`src/rtl/serial_frame_rx_if.sv`:
```
// Serial frame receiver bus: bit stream in, byte handshake and frame status out.
// master = stream source / byte consumer, slave = receiver.
interface serial_frame_rx_if;
   logic       din;
   logic [7:0] dout;
   logic       dout_valid;
   logic       dout_ready;
   logic       frame_active;
   logic       frame_ok;
   logic       frame_err;
   logic       overflow;

   modport master (
      output din, dout_ready,
      input  dout, dout_valid, frame_active, frame_ok, frame_err, overflow
   );
   modport slave (
      input  din, dout_ready,
      output dout, dout_valid, frame_active, frame_ok, frame_err, overflow
   );
endinterface

```
`src/rtl/serial_frame_rx.sv`:
```
// Serial frame receiver: hunts for a sync byte, emits payload bytes over a
// valid/ready handshake and verifies a trailing XOR check byte.
module serial_frame_rx #(
   parameter logic [7:0] SYNC_WORD     = 8'hA5,
   parameter int         PAYLOAD_BYTES = 4
) (
   input logic              clk,
   input logic              reset,
   serial_frame_rx_if.slave bus
);
   typedef enum logic [1:0] {HUNT, PAYLOAD, CHECK} state_t;

   state_t     r_state;
   logic [7:0] r_sr;
   logic [3:0] r_hcnt;
   logic [2:0] r_bitcnt;
   logic [7:0] r_bytecnt;
   logic [7:0] r_xor;
   logic [7:0] r_dout;
   logic       r_dv;
   logic       r_active;
   logic       r_ok;
   logic       r_err;
   logic       r_ovf;

   logic [7:0] w_byte;
   assign w_byte = {r_sr[6:0], bus.din};

   always_ff @(posedge clk) begin
      if (reset) begin
         r_state   <= HUNT;
         r_sr      <= 8'h00;
         r_hcnt    <= 4'd0;
         r_bitcnt  <= 3'd0;
         r_bytecnt <= 8'd0;
         r_xor     <= 8'h00;
         r_dout    <= 8'h00;
         r_dv      <= 1'b0;
         r_active  <= 1'b0;
         r_ok      <= 1'b0;
         r_err     <= 1'b0;
         r_ovf     <= 1'b0;
      end else begin
         r_sr  <= w_byte;
         r_ok  <= 1'b0;
         r_err <= 1'b0;
         // a byte loaded later in this block overrides the clear
         if (r_dv && bus.dout_ready)
            r_dv <= 1'b0;

         case (r_state)
            HUNT: begin
               // hcnt >= 7 guarantees the match window holds only fresh bits
               if (r_hcnt >= 4'd7 && w_byte == SYNC_WORD) begin
                  r_state   <= PAYLOAD;
                  r_active  <= 1'b1;
                  r_bitcnt  <= 3'd0;
                  r_bytecnt <= 8'd0;
                  r_xor     <= 8'h00;
                  r_hcnt    <= 4'd0;
               end else if (r_hcnt != 4'd8) begin
                  r_hcnt <= r_hcnt + 4'd1;
               end
            end
            PAYLOAD: begin
               r_bitcnt <= r_bitcnt + 3'd1;
               if (r_bitcnt == 3'd7) begin
                  r_xor     <= r_xor ^ w_byte;
                  r_bytecnt <= r_bytecnt + 8'd1;
                  if (!r_dv || bus.dout_ready) begin
                     r_dout <= w_byte;
                     r_dv   <= 1'b1;
                  end else begin
                     r_ovf <= 1'b1;
                  end
                  if (r_bytecnt == 8'(PAYLOAD_BYTES - 1))
                     r_state <= CHECK;
               end
            end
            CHECK: begin
               r_bitcnt <= r_bitcnt + 3'd1;
               if (r_bitcnt == 3'd7) begin
                  if (w_byte == r_xor) r_ok  <= 1'b1;
                  else                 r_err <= 1'b1;
                  r_state  <= HUNT;
                  r_active <= 1'b0;
                  r_hcnt   <= 4'd0;
               end
            end
            default: begin
               r_state  <= HUNT;
               r_active <= 1'b0;
               r_hcnt   <= 4'd0;
            end
         endcase
      end
   end

   assign bus.dout         = r_dout;
   assign bus.dout_valid   = r_dv;
   assign bus.frame_active = r_active;
   assign bus.frame_ok     = r_ok;
   assign bus.frame_err    = r_err;
   assign bus.overflow     = r_ovf;
endmodule

```
`src/flat_wrapper.sv`:
```
// flat-port wrapper written by rule: the top's interface ports become plain ports
module serial_frame_rx_flat 
#(
   parameter logic [7:0] SYNC_WORD     = 8'hA5,
   parameter int         PAYLOAD_BYTES = 4
)
  (clk, reset, bus_din, bus_dout_ready, bus_dout, bus_dout_valid, bus_frame_active, bus_frame_ok, bus_frame_err, bus_overflow);
  serial_frame_rx_if bus_i ();
  input logic clk;
  input logic reset;
  input wire logic [$bits(bus_i.din)-1:0] bus_din;
  input wire logic [$bits(bus_i.dout_ready)-1:0] bus_dout_ready;
  output wire logic [$bits(bus_i.dout)-1:0] bus_dout;
  output wire logic [$bits(bus_i.dout_valid)-1:0] bus_dout_valid;
  output wire logic [$bits(bus_i.frame_active)-1:0] bus_frame_active;
  output wire logic [$bits(bus_i.frame_ok)-1:0] bus_frame_ok;
  output wire logic [$bits(bus_i.frame_err)-1:0] bus_frame_err;
  output wire logic [$bits(bus_i.overflow)-1:0] bus_overflow;
  assign bus_i.din = bus_din;
  assign bus_i.dout_ready = bus_dout_ready;
  assign bus_dout = bus_i.dout;
  assign bus_dout_valid = bus_i.dout_valid;
  assign bus_frame_active = bus_i.frame_active;
  assign bus_frame_ok = bus_i.frame_ok;
  assign bus_frame_err = bus_i.frame_err;
  assign bus_overflow = bus_i.overflow;
  serial_frame_rx #(.SYNC_WORD(SYNC_WORD), .PAYLOAD_BYTES(PAYLOAD_BYTES)) u_core (.clk(clk), .reset(reset), .bus(bus_i));
endmodule
```
`config.mk`:
```
export PLATFORM = sky130hd
export DESIGN_NAME = serial_frame_rx_flat
export DESIGN_NICKNAME = d
export VERILOG_FILES = /design/src/rtl/serial_frame_rx_if.sv /design/src/rtl/serial_frame_rx.sv /design/src/flat_wrapper.sv
export SDC_FILE = /design/constraint.sdc
export NUM_CORES = 1
export LEC_CHECK = 0
export ABC_AREA = 1
export ABC_CLOCK_PERIOD_IN_PS = 2350
export BUFFER_PORTS_ARGS = -buffer_cell sky130_fd_sc_hd__clkbuf_2
export CAP_MARGIN = 40
export CORE_UTILIZATION = 30
export CTS_CLUSTER_SIZE = 10
export DETAILED_ROUTE_END_ITERATION = 7
export SLEW_MARGIN = 40
export SYNTH_ARGS = -nofsm -noshare
export SYNTH_HDL_FRONTEND = slang
export SYNTH_SLANG_ARGS = --single-unit
export TNS_END_PERCENT = 5
```
`constraint.sdc`:
```
create_clock -name clk -period 2.35 [get_ports clk]
set_clock_uncertainty 0.2 [all_clocks]
set_input_delay 0.1175 -clock clk [delete_from_list [all_inputs] [get_ports clk]]
set_output_delay 0.1175 -clock clk [all_outputs]
set_load 0.01 [all_outputs]
```
==> results.toml, run 1 <==
[yosys]
ys_warn_count = 0
yosys_register_bits = 45
syn_area_per_cell_um2 = 7.25
syn_area_um2 = 2150
synth-edff-count = 0
synth.area.top_cells = "dfxtp_1 42%, nor2_1 11%, nand2_1 9.8%"
syn_inst = 297
synth-main-ff-cell = "dfxtp_1"
async_reset_ff_frac = 0
synth_area_leader_cell = "dfxtp_1"
synth_common_cells = "61 x nor2_1, 56 x nand2_1, 45 x dfxtp_1"
synth_cell_types = 26
syn_nets = 309
yosysMostFrequentCell = "nor2_1"
synth_top_cell_area_share = 0.418
seq_area_frac_synth = 0.418

[route]
drt-initial-drc-count = 86
avgViaCountPerCell = 4.41
remaining_drc_errors = 0
drtPass1Iterations = 4
drt_wl_total_mm = 4.43
wire_per_inst_um = 10.8
vias = 1813
drtAntennaViolNets = 0

[grt]
grt_max_degree = 21
grt_pass1_vias = 1692
grtUsageTotal = 0.131
grt_remaining_overflow = 0
grt_pass1_wl_mm = 7.72
antenna_found_initial = 0

[floorplan]
die-area_um2 = 7520
pin_count = 17
fp.dieW_um = 86.7
fp.dieH_um = 86.7
core_um2 = 6870
initial_core_util = 0.314
rows = 30

[timing]
tightest_slew_ns = 0.597
setup_viol = 0
setup_ws_ns = 0.300
final-hold-violation-count = 0
fmax_ghz = 0.488
rsz0062_at_grt = "no"
slew_violations = 0
fin_crit_ns = 2.05
fin_crit_sh = 0.872
slew_headroom = 0.602
tns_ns = 0

[worst_setup_path]
critical_path_required_ns = 2.39
worstSetupPathType = "reg -> reg"
critPathMaxFanout = 11
end_kind = "flip-flop"
cp-start-kind = "flip-flop"
arrival_ns = 2.09

[final_layout]
n_antenna_cell = 0
finalNonFillerCells = 411
layout.nets = 326
drive_above_1_share = 0.114
area_growth_pct = 12.5

[clock_tree]
cts_buffers = 5
cts_resized = 0
cts_tree = "yes"
cts_setup_buffers = 0
cts_max_path_buffers = 2
clk_pin_slew_ns = 0.08
htreeDepth = 2
worstSkewPairLatency_ns = 0.30
cts.sinks = 45
cts_hold_buf = 2
clockRootBuffer = "clkbuf_8"

[place]
hpwlAfterDp_mm = 3.18
gp_congestion = 0.816
pre_cts_slack_ns = 0.309
dp_cells = 401
port-buffer-count = 16

[pwr]
seqPwrFrac = 0.507
netSwitchingPower_mw = 0.432
p_clk_frac = 0.366
swShare = 0.267
power.total_mw = 1.62
powerDensity_nw_per_um2 = 668
ir_drop_v = 0.000446
p_leak_nw = 1.02
comb_power_share = 0.127
intPower_mw = 1.19

[hold_path]
min_path_type = "in -> reg"

[run_status]
outcome = "finished clean"

[job]
maxCapViolations = 0
-- area by class of cell --
type | count | area (µm²)
fillers | 727 | 4450
well taps | 96 | 120
clock inverters | 2 | 38.8
multi-input cells | 211 | 1050
inverters | 31 | 121
repair buffers | 20 | 115
flip-flops and latches | 45 | 901
clock buffers | 6 | 72.6
-- cells by family after synthesis --
group | after synthesis | synth area share
AO/OA/AOI/OAI | 43 | 0.110
XOR/XNOR | 10 | 0.0406
adder cells (fa/ha/maj) | 8 | 0.0465
flip-flops | 45 | 0.418
buffers and inverters | 41 | 0.0923
AND/OR/NAND/NOR | 150 | 0.292
-- critical path, cell delays in order (launching register included) --
cell and delay (ns):
dfxtp_1 0.33, inv_1 0.09, ha_1 0.54, inv_1 0.33, nor3_1 0.25, nand3_1 0.09
a21oi_1 0.15
-- routing by layer --
layer / track usage / part of all wire / vias up
met5: 0 / 0 / -
met4: 0.0500 / 0.016 / 0
met3: 0.0276 / 0.033 / 7
met2: 0.210 / 0.45 / 25
met1: 0.173 / 0.50 / 808
li1: - / - / 973
-- power groups by stage --
stage / Clock (mW) / Combinational [mW] / Sequential, mW
floorplan: 0 / 0.177 / 0.833
global placement: 0 / 0.200 / 0.838
detailed placement: 0 / 0.203 / 0.838
CTS: 0.604 / 0.206 / 0.821
global route: 0.635 / 0.236 / 0.825
finish: 0.593 / 0.205 / 0.821
-- cells in the final DEF (no fill, tap or decap) --
master         synthesis  layout
xnor2_1                4       4
dlygate4sd3_1          0       2
nor2_1                61      61
inv_2                  3       3
a21oi_1               21      21
nand3_1               20      20
clkbuf_1               2       1
clkbuf_8               0       5
a21oi_4                1       1
nand2_1               56      56
xor2_1                 6       6
dfxtp_1               45      45
o21ai_0               20      20
clkinv_4               0       1
inv_6                  1       1
nand2_2                1       1
o21ai_4                1       1
ha_1                   8       8
buf_4                  1       2
inv_1                 27      27
nor3_1                 5       5
or2_2                  1       1
nand2_4                2       2
nor2_4                 1       1
bufinv_16              0       1
nand4_1                3       3
clkbuf_2               0      16
-- worst paths after layout --
| path | start | end | slack, ns | cells after the start |
|---|---|---|---|---|
| max reg2reg | u_core.r_state[1] | u_core.r_bytecnt[2] | 0.30 | 6 |
| min reg2reg | u_core.r_bitcnt[1] | u_core.r_bitcnt[1] | 0.27 | 2 |
| max | u_core.r_state[1] | u_core.r_bytecnt[2] | 0.30 | 6 |
| min | reset | u_core.r_bitcnt[1] | 0.03 | 3 |
-- flip-flops by register name (all words and copies together) (netlist names) --
signal                   count
u_core.bus.frame_err         1
u_core.bus.dout              8
u_core.bus.dout_valid        1
u_core.bus.frame_ok          1
u_core.bus.frame_active      1
u_core.r_bytecnt             8
u_core.bus.overflow          1
u_core.r_state               2
u_core.r_sr                  7
u_core.r_bitcnt              3
u_core.r_hcnt                4
u_core.r_xor                 8
-- metrics by stage --
step / hold slack [ns] / util / cell area, µm²
2_1_floorplan: 0.0427 / - / 2150
3_3_place_gp: 0.233 / 0.334 / 2290
3_5_place_dp: 0.232 / 0.334 / 2290
4_1_cts: 0.0323 / 0.353 / 2420
5_1_grt: 0.0517 / 0.353 / 2420
6_report: 0.0341 / 0.353 / 2420
Power figures use the tool's default switching activity.
==> run 2, diff against run 1 <==
==> constraint.sdc (replaced) <==
create_clock -name clk -period 2.35 [get_ports clk]
set_clock_uncertainty 0.2 [all_clocks]
set_input_delay 0.47 -clock clk [delete_from_list [all_inputs] [get_ports clk]]
set_output_delay 0.47 -clock clk [all_outputs]
set_load 0.01 [all_outputs]
==> results.toml, run 2 (synthesized netlist as in run 1, its figures left out) <==
[run_status]
outcome = "finished clean"

[worst_setup_path]
worstSetupPathType = "reg -> reg"
arrival_ns = 1.92
cp-start-kind = "flip-flop"
r2r_cells = 8
slowest_delay_ns = 0.35
critPathMaxFanout = 5
end_kind = "flip-flop"
cpMaxStageDelayCell = "dfxtp_1"
crit_chain = "ha_1 -> ha_1 -> inv_1 -> a21oi_4 -> nand2_1 -> nor2_1 -> nand2_1 -> a21oi_1"
critical_path_required_ns = 2.39

[hold_path]
hold_path_depth = 3
min_path_type = "in -> reg"

[pwr]
p_leak_nw = 1.02
powerDensity_nw_per_um2 = 644
power.total_mw = 1.55
ir_drop_v = 0.000309

[final_layout]
final_area_um2 = 2410
layout.nets = 326
n_antenna_cell = 0
layout_commonest_cell = "nor2_1"
utilization = 0.351
mostFrequentLayoutCells = "61 x nor2_1, 56 x nand2_1, 45 x dfxtp_1, 27 x inv_1, 21 x a21oi_1"
drive_above_1_share = 0.124
finalNonFillerCells = 411
area_growth_pct = 11.8

[grt]
grt_max_degree = 19
grt_pass1_vias = 1752
grtUsageTotal = 0.126
use_met2 = 0.212
use_met1 = 0.159
top_usage_layer = "met2"
antenna_found_initial = 0
grt_pass1_wl_mm = 7.56
grtUsageMet3 = 0.0286
grt_remaining_overflow = 0

[place]
hpwlAfterDp_mm = 3.19
dp_cells = 403
port-buffer-count = 16
gp_congestion = 0.818
pre_cts_slack_ns = 0.476
place_area_um2 = 2310

[clock_tree]
cts_max_path_buffers = 2
cts_buffers = 5
clockRootBuffer = "clkbuf_8"
cts_setup_buffers = 0
cts_hold_buf = 0
cts_tree = "yes"
htreeDepth = 2
cts_resized = 0
cts.sinks = 45
worstSkewPairLatency_ns = 0.30
clk_pin_slew_ns = 0.08

[timing]
slew_headroom = 0.660
fmax_ghz = 0.530
hold_ws_ns = 0.257
setup_ws_ns = 0.462
fin_crit_sh = 0.803
fin_crit_ns = 1.89
final-hold-violation-count = 0
tns_ns = 0
tightest_slew_ns = 0.509
slew_violations = 0
rsz0062_at_grt = "no"
setup_viol = 0

[route]
vias = 1802
drt_wl_total_mm = 4.33
drtAntennaViolNets = 0
remaining_drc_errors = 0
drtPass1Iterations = 4
drt-initial-drc-count = 67
avgViaCountPerCell = 4.38
wire_per_inst_um = 10.5

[floorplan]
pin_count = 17
core_um2 = 6870
die-area_um2 = 7520
initial_core_util = 0.314
fp.dieW_um = 86.7
fp.dieH_um = 86.7
rows = 30

[job]
maxCapViolations = 0
-- run 2: final timing paths --
check / slack [ns] / start / end
worst max-delay path: 0.46 / u_core.r_bitcnt[0] / u_core.r_hcnt[1]
worst min-delay path: 0.26 / bus_din / u_core.r_sr[0]
worst max register to register: 0.46 / u_core.r_bitcnt[0] / u_core.r_hcnt[1]
worst min register to register: 0.27 / u_core.bus.frame_active / u_core.bus.frame_active
-- run 2: layout make-up --
cell class / count / area (µm²)
fillers: 735 / 4460
multi-input cells: 211 / 1050
flip-flops and latches: 45 / 901
inverters: 31 / 121
well taps: 96 / 120
repair buffers: 20 / 110
clock buffers: 7 / 96.3
clock inverters: 1 / 5.00
-- run 2: routing by layer --
layer | part of all wire | routed length, µm
met3 | 0.030 | 131
met2 | 0.45 | 1940
met4 | 0.013 | 56
met5 | 0 | 0
met1 | 0.51 | 2210
-- run 2: worst max-delay path: cells and delay by family, from the launching register on --
family	cells	cell delay (ns)
AOI/OAI and AO/OA	2	0.33
buffers and inverters	1	0.12
DFF	1	0.35
and+or+nand+nor	3	0.40
adders and majority gates	2	0.43
-- run 2: report_power, final --
group | internal, mW | switching [mW] | total (mW) | leakage, nW
logic | 0.0743 | 0.133 | 0.208 | 0.605
registers | 0.795 | 0.0256 | 0.820 | 0.365
clock network | 0.266 | 0.257 | 0.523 | 0.0542
total | 1.14 | 0.416 | 1.55 | 1.02
==> run 3, diff against run 2 <==
ABC_CLOCK_PERIOD_IN_PS = 1600   (was 2350)
clock period = 1.6 ns   (was 2.35 ns; I/O delays follow)
==> results.toml, run 3 (synthesized netlist as in run 1, its figures left out) <==
[grt]
grtUsageTotal = 0.144
antenna_found_initial = 0
grt_remaining_overflow = 0
grtUsageMet3 = 0.0305
top_usage_layer = "met2"
grt_pass1_wl_mm = 8.50
grt_pass1_vias = 1838
grt_max_degree = 19
use_met1 = 0.182
use_met2 = 0.243

[hold_path]
min-delay-start = "bus_din"
worst_hold_path.endpoint = "u_core.r_sr[0]"
hold_path_depth = 4
min_path_type = "in -> reg"

[clock_tree]
clockRootBuffer = "clkbuf_8"
cts_hold_buf = 0
clk_pin_slew_ns = 0.09
htreeDepth = 2
cts_max_path_buffers = 2
worstSkewPairLatency_ns = 0.30
cts_buffers = 5
cts_tree = "yes"
cts.sinks = 45

[final_layout]
drive_above_1_share = 0.303
n_antenna_cell = 0
layout.nets = 367
final_area_um2 = 2890
mostFrequentLayoutCells = "58 x nor2_1, 50 x nand2_1, 39 x dfxtp_1, 36 x buf_4, 23 x inv_1"
regArea_um2 = 908
layout_commonest_cell = "nor2_1"
multi_input_area_um2 = 1200
area_growth_pct = 33.9
fillCellCount = 674

[pwr]
ir_drop_v = 0.000484
powerDensity_nw_per_um2 = 832
p_leak_nw = 1.23

[timing]
slew_violations = 0
fin_crit_ns = 1.64
rsz0062_at_grt = "yes"
fmax_ghz = 0.610
setup_ws_ns = -0.0403
tightest_slew_ns = 0.272
fin_crit_sh = 1.03
final-hold-violation-count = 0
setup_viol = 15
slew_headroom = 0.818

[worst_setup_path]
rr_startpoint = "u_core.r_state[1]"
critical_path_required_ns = 1.61
regToRegSetupSlack_ns = -0.04
r2r-end = "u_core.r_bytecnt[6]"
cpMostUsedCell = "nand2_1"
end_kind = "flip-flop"
worstSetupPathType = "reg -> reg"
cp-start-kind = "flip-flop"
slowest_delay_ns = 0.34
cp_num_buf_inv = 5
r2r_cells = 11
crit_chain = "inv_2 -> buf_6 -> ha_4 -> inv_4 -> o21ai_4 -> buf_12 -> nand2_8 -> inv_8 -> nand2_1 -> nand2_1 -> nor2_1"
critPathMaxFanout = 8
arrival_ns = 1.65
cpMaxStageDelayCell = "dfxtp_2"
crit_family = "buffers and inverters"

[job]
maxCapViolations = 0

[route]
drtPass1Iterations = 4
drt-initial-drc-count = 122
drtAntennaViolNets = 0
wire_per_inst_um = 11.6
vias = 2044
avgViaCountPerCell = 4.52
remaining_drc_errors = 0
drt_wl_total_mm = 5.26

[run_status]
violations = "negative setup slack"
outcome = "finished with violations"

[place]
port-buffer-count = 16
hpwlAfterDp_mm = 3.54
place_area_um2 = 2550
pre_cts_slack_ns = -0.217
gp_congestion = 0.806

[floorplan]
fp.dieH_um = 86.7
die-area_um2 = 7520
pin_count = 17
initial_core_util = 0.314
fp.dieW_um = 86.7
rows = 30
core_um2 = 6870
run 3: changes by cell type in the layout (fill, tap and decap cells not counted), sizes merged:
cell,delta
nand2,+1
clkinv,-1
clkinvlp,+1
buf,+38
inv,+2
run 3: layout make-up:
type,count,area share
multi-input combinational,212,0.415
sequential,45,0.315
timing repair buffer,58,0.151
inverter,31,0.0438
tap,96,0.0416
clock buffer,7,0.0265
timing repair inverter,2,0.00520
clock inverter,1,0.00260
run 3: report_power, final:
group	internal, mW	total, mW	switching [mW]
sequential	1.17	1.21	0.0370
combinational	0.224	0.487	0.263
clock	0.310	0.708	0.398
run 3: what timing repair did:
| item | 4_1_cts | 5_1_grt |
|---|---|---|
| resized for setup | 21 | 34 |
| gates cloned | 3 | 0 |
| endpoints found under the setup margin | 34 | 34 |
| pin swaps | 6 | 9 |
| setup buffers | 2 | 4 |
run 3: worst max-delay path by stage:
stage	start	end	slack [ns]	cells after the start
6_report	u_core.r_state[1]	u_core.r_bytecnt[6]	-0.04	11
5_1_grt	u_core.r_state[1]	u_core.r_bytecnt[7]	-0.12	11
4_1_cts	u_core.r_state[1]	u_core.r_xor[2]	-0.04	9
3_5_place_dp	u_core.r_bitcnt[0]	u_core.r_hcnt[3]	-0.22	8
3_3_place_gp	u_core.r_state[1]	u_core.r_bytecnt[6]	-0.16	9
2_1_floorplan	u_core.r_bitcnt[0]	u_core.r_hcnt[1]	-0.03	8
run 3: tightest hold or removal path, stage by stage:
cell	delay [ns]
clkbuf_2	0.09
buf_4	0.14
inv_1	0.07
nor2_1	0.05
run 3: per-stage QoR:
stage	hold WS, ns	total power, mW	util	instances	TNS (ns)
6_report	0.207	2.40	0.420	452	-0.301
5_1_grt	0.217	2.53	0.420	452	-1.95
2_1_floorplan	0.245	1.48	-	297	-0.300
3_3_place_gp	0.253	1.60	0.371	435	-2.95
3_5_place_dp	0.264	1.61	0.371	435	-4.16
4_1_cts	0.206	2.35	0.400	448	-0.369
run 3: metal layers:
layer	wire length, µm	share of wire	up-vias
met5	0	0	-
li1	-	-	1057
met2	2490	0.47	30
met4	82	0.016	0
met3	176	0.033	7
met1	2500	0.48	950
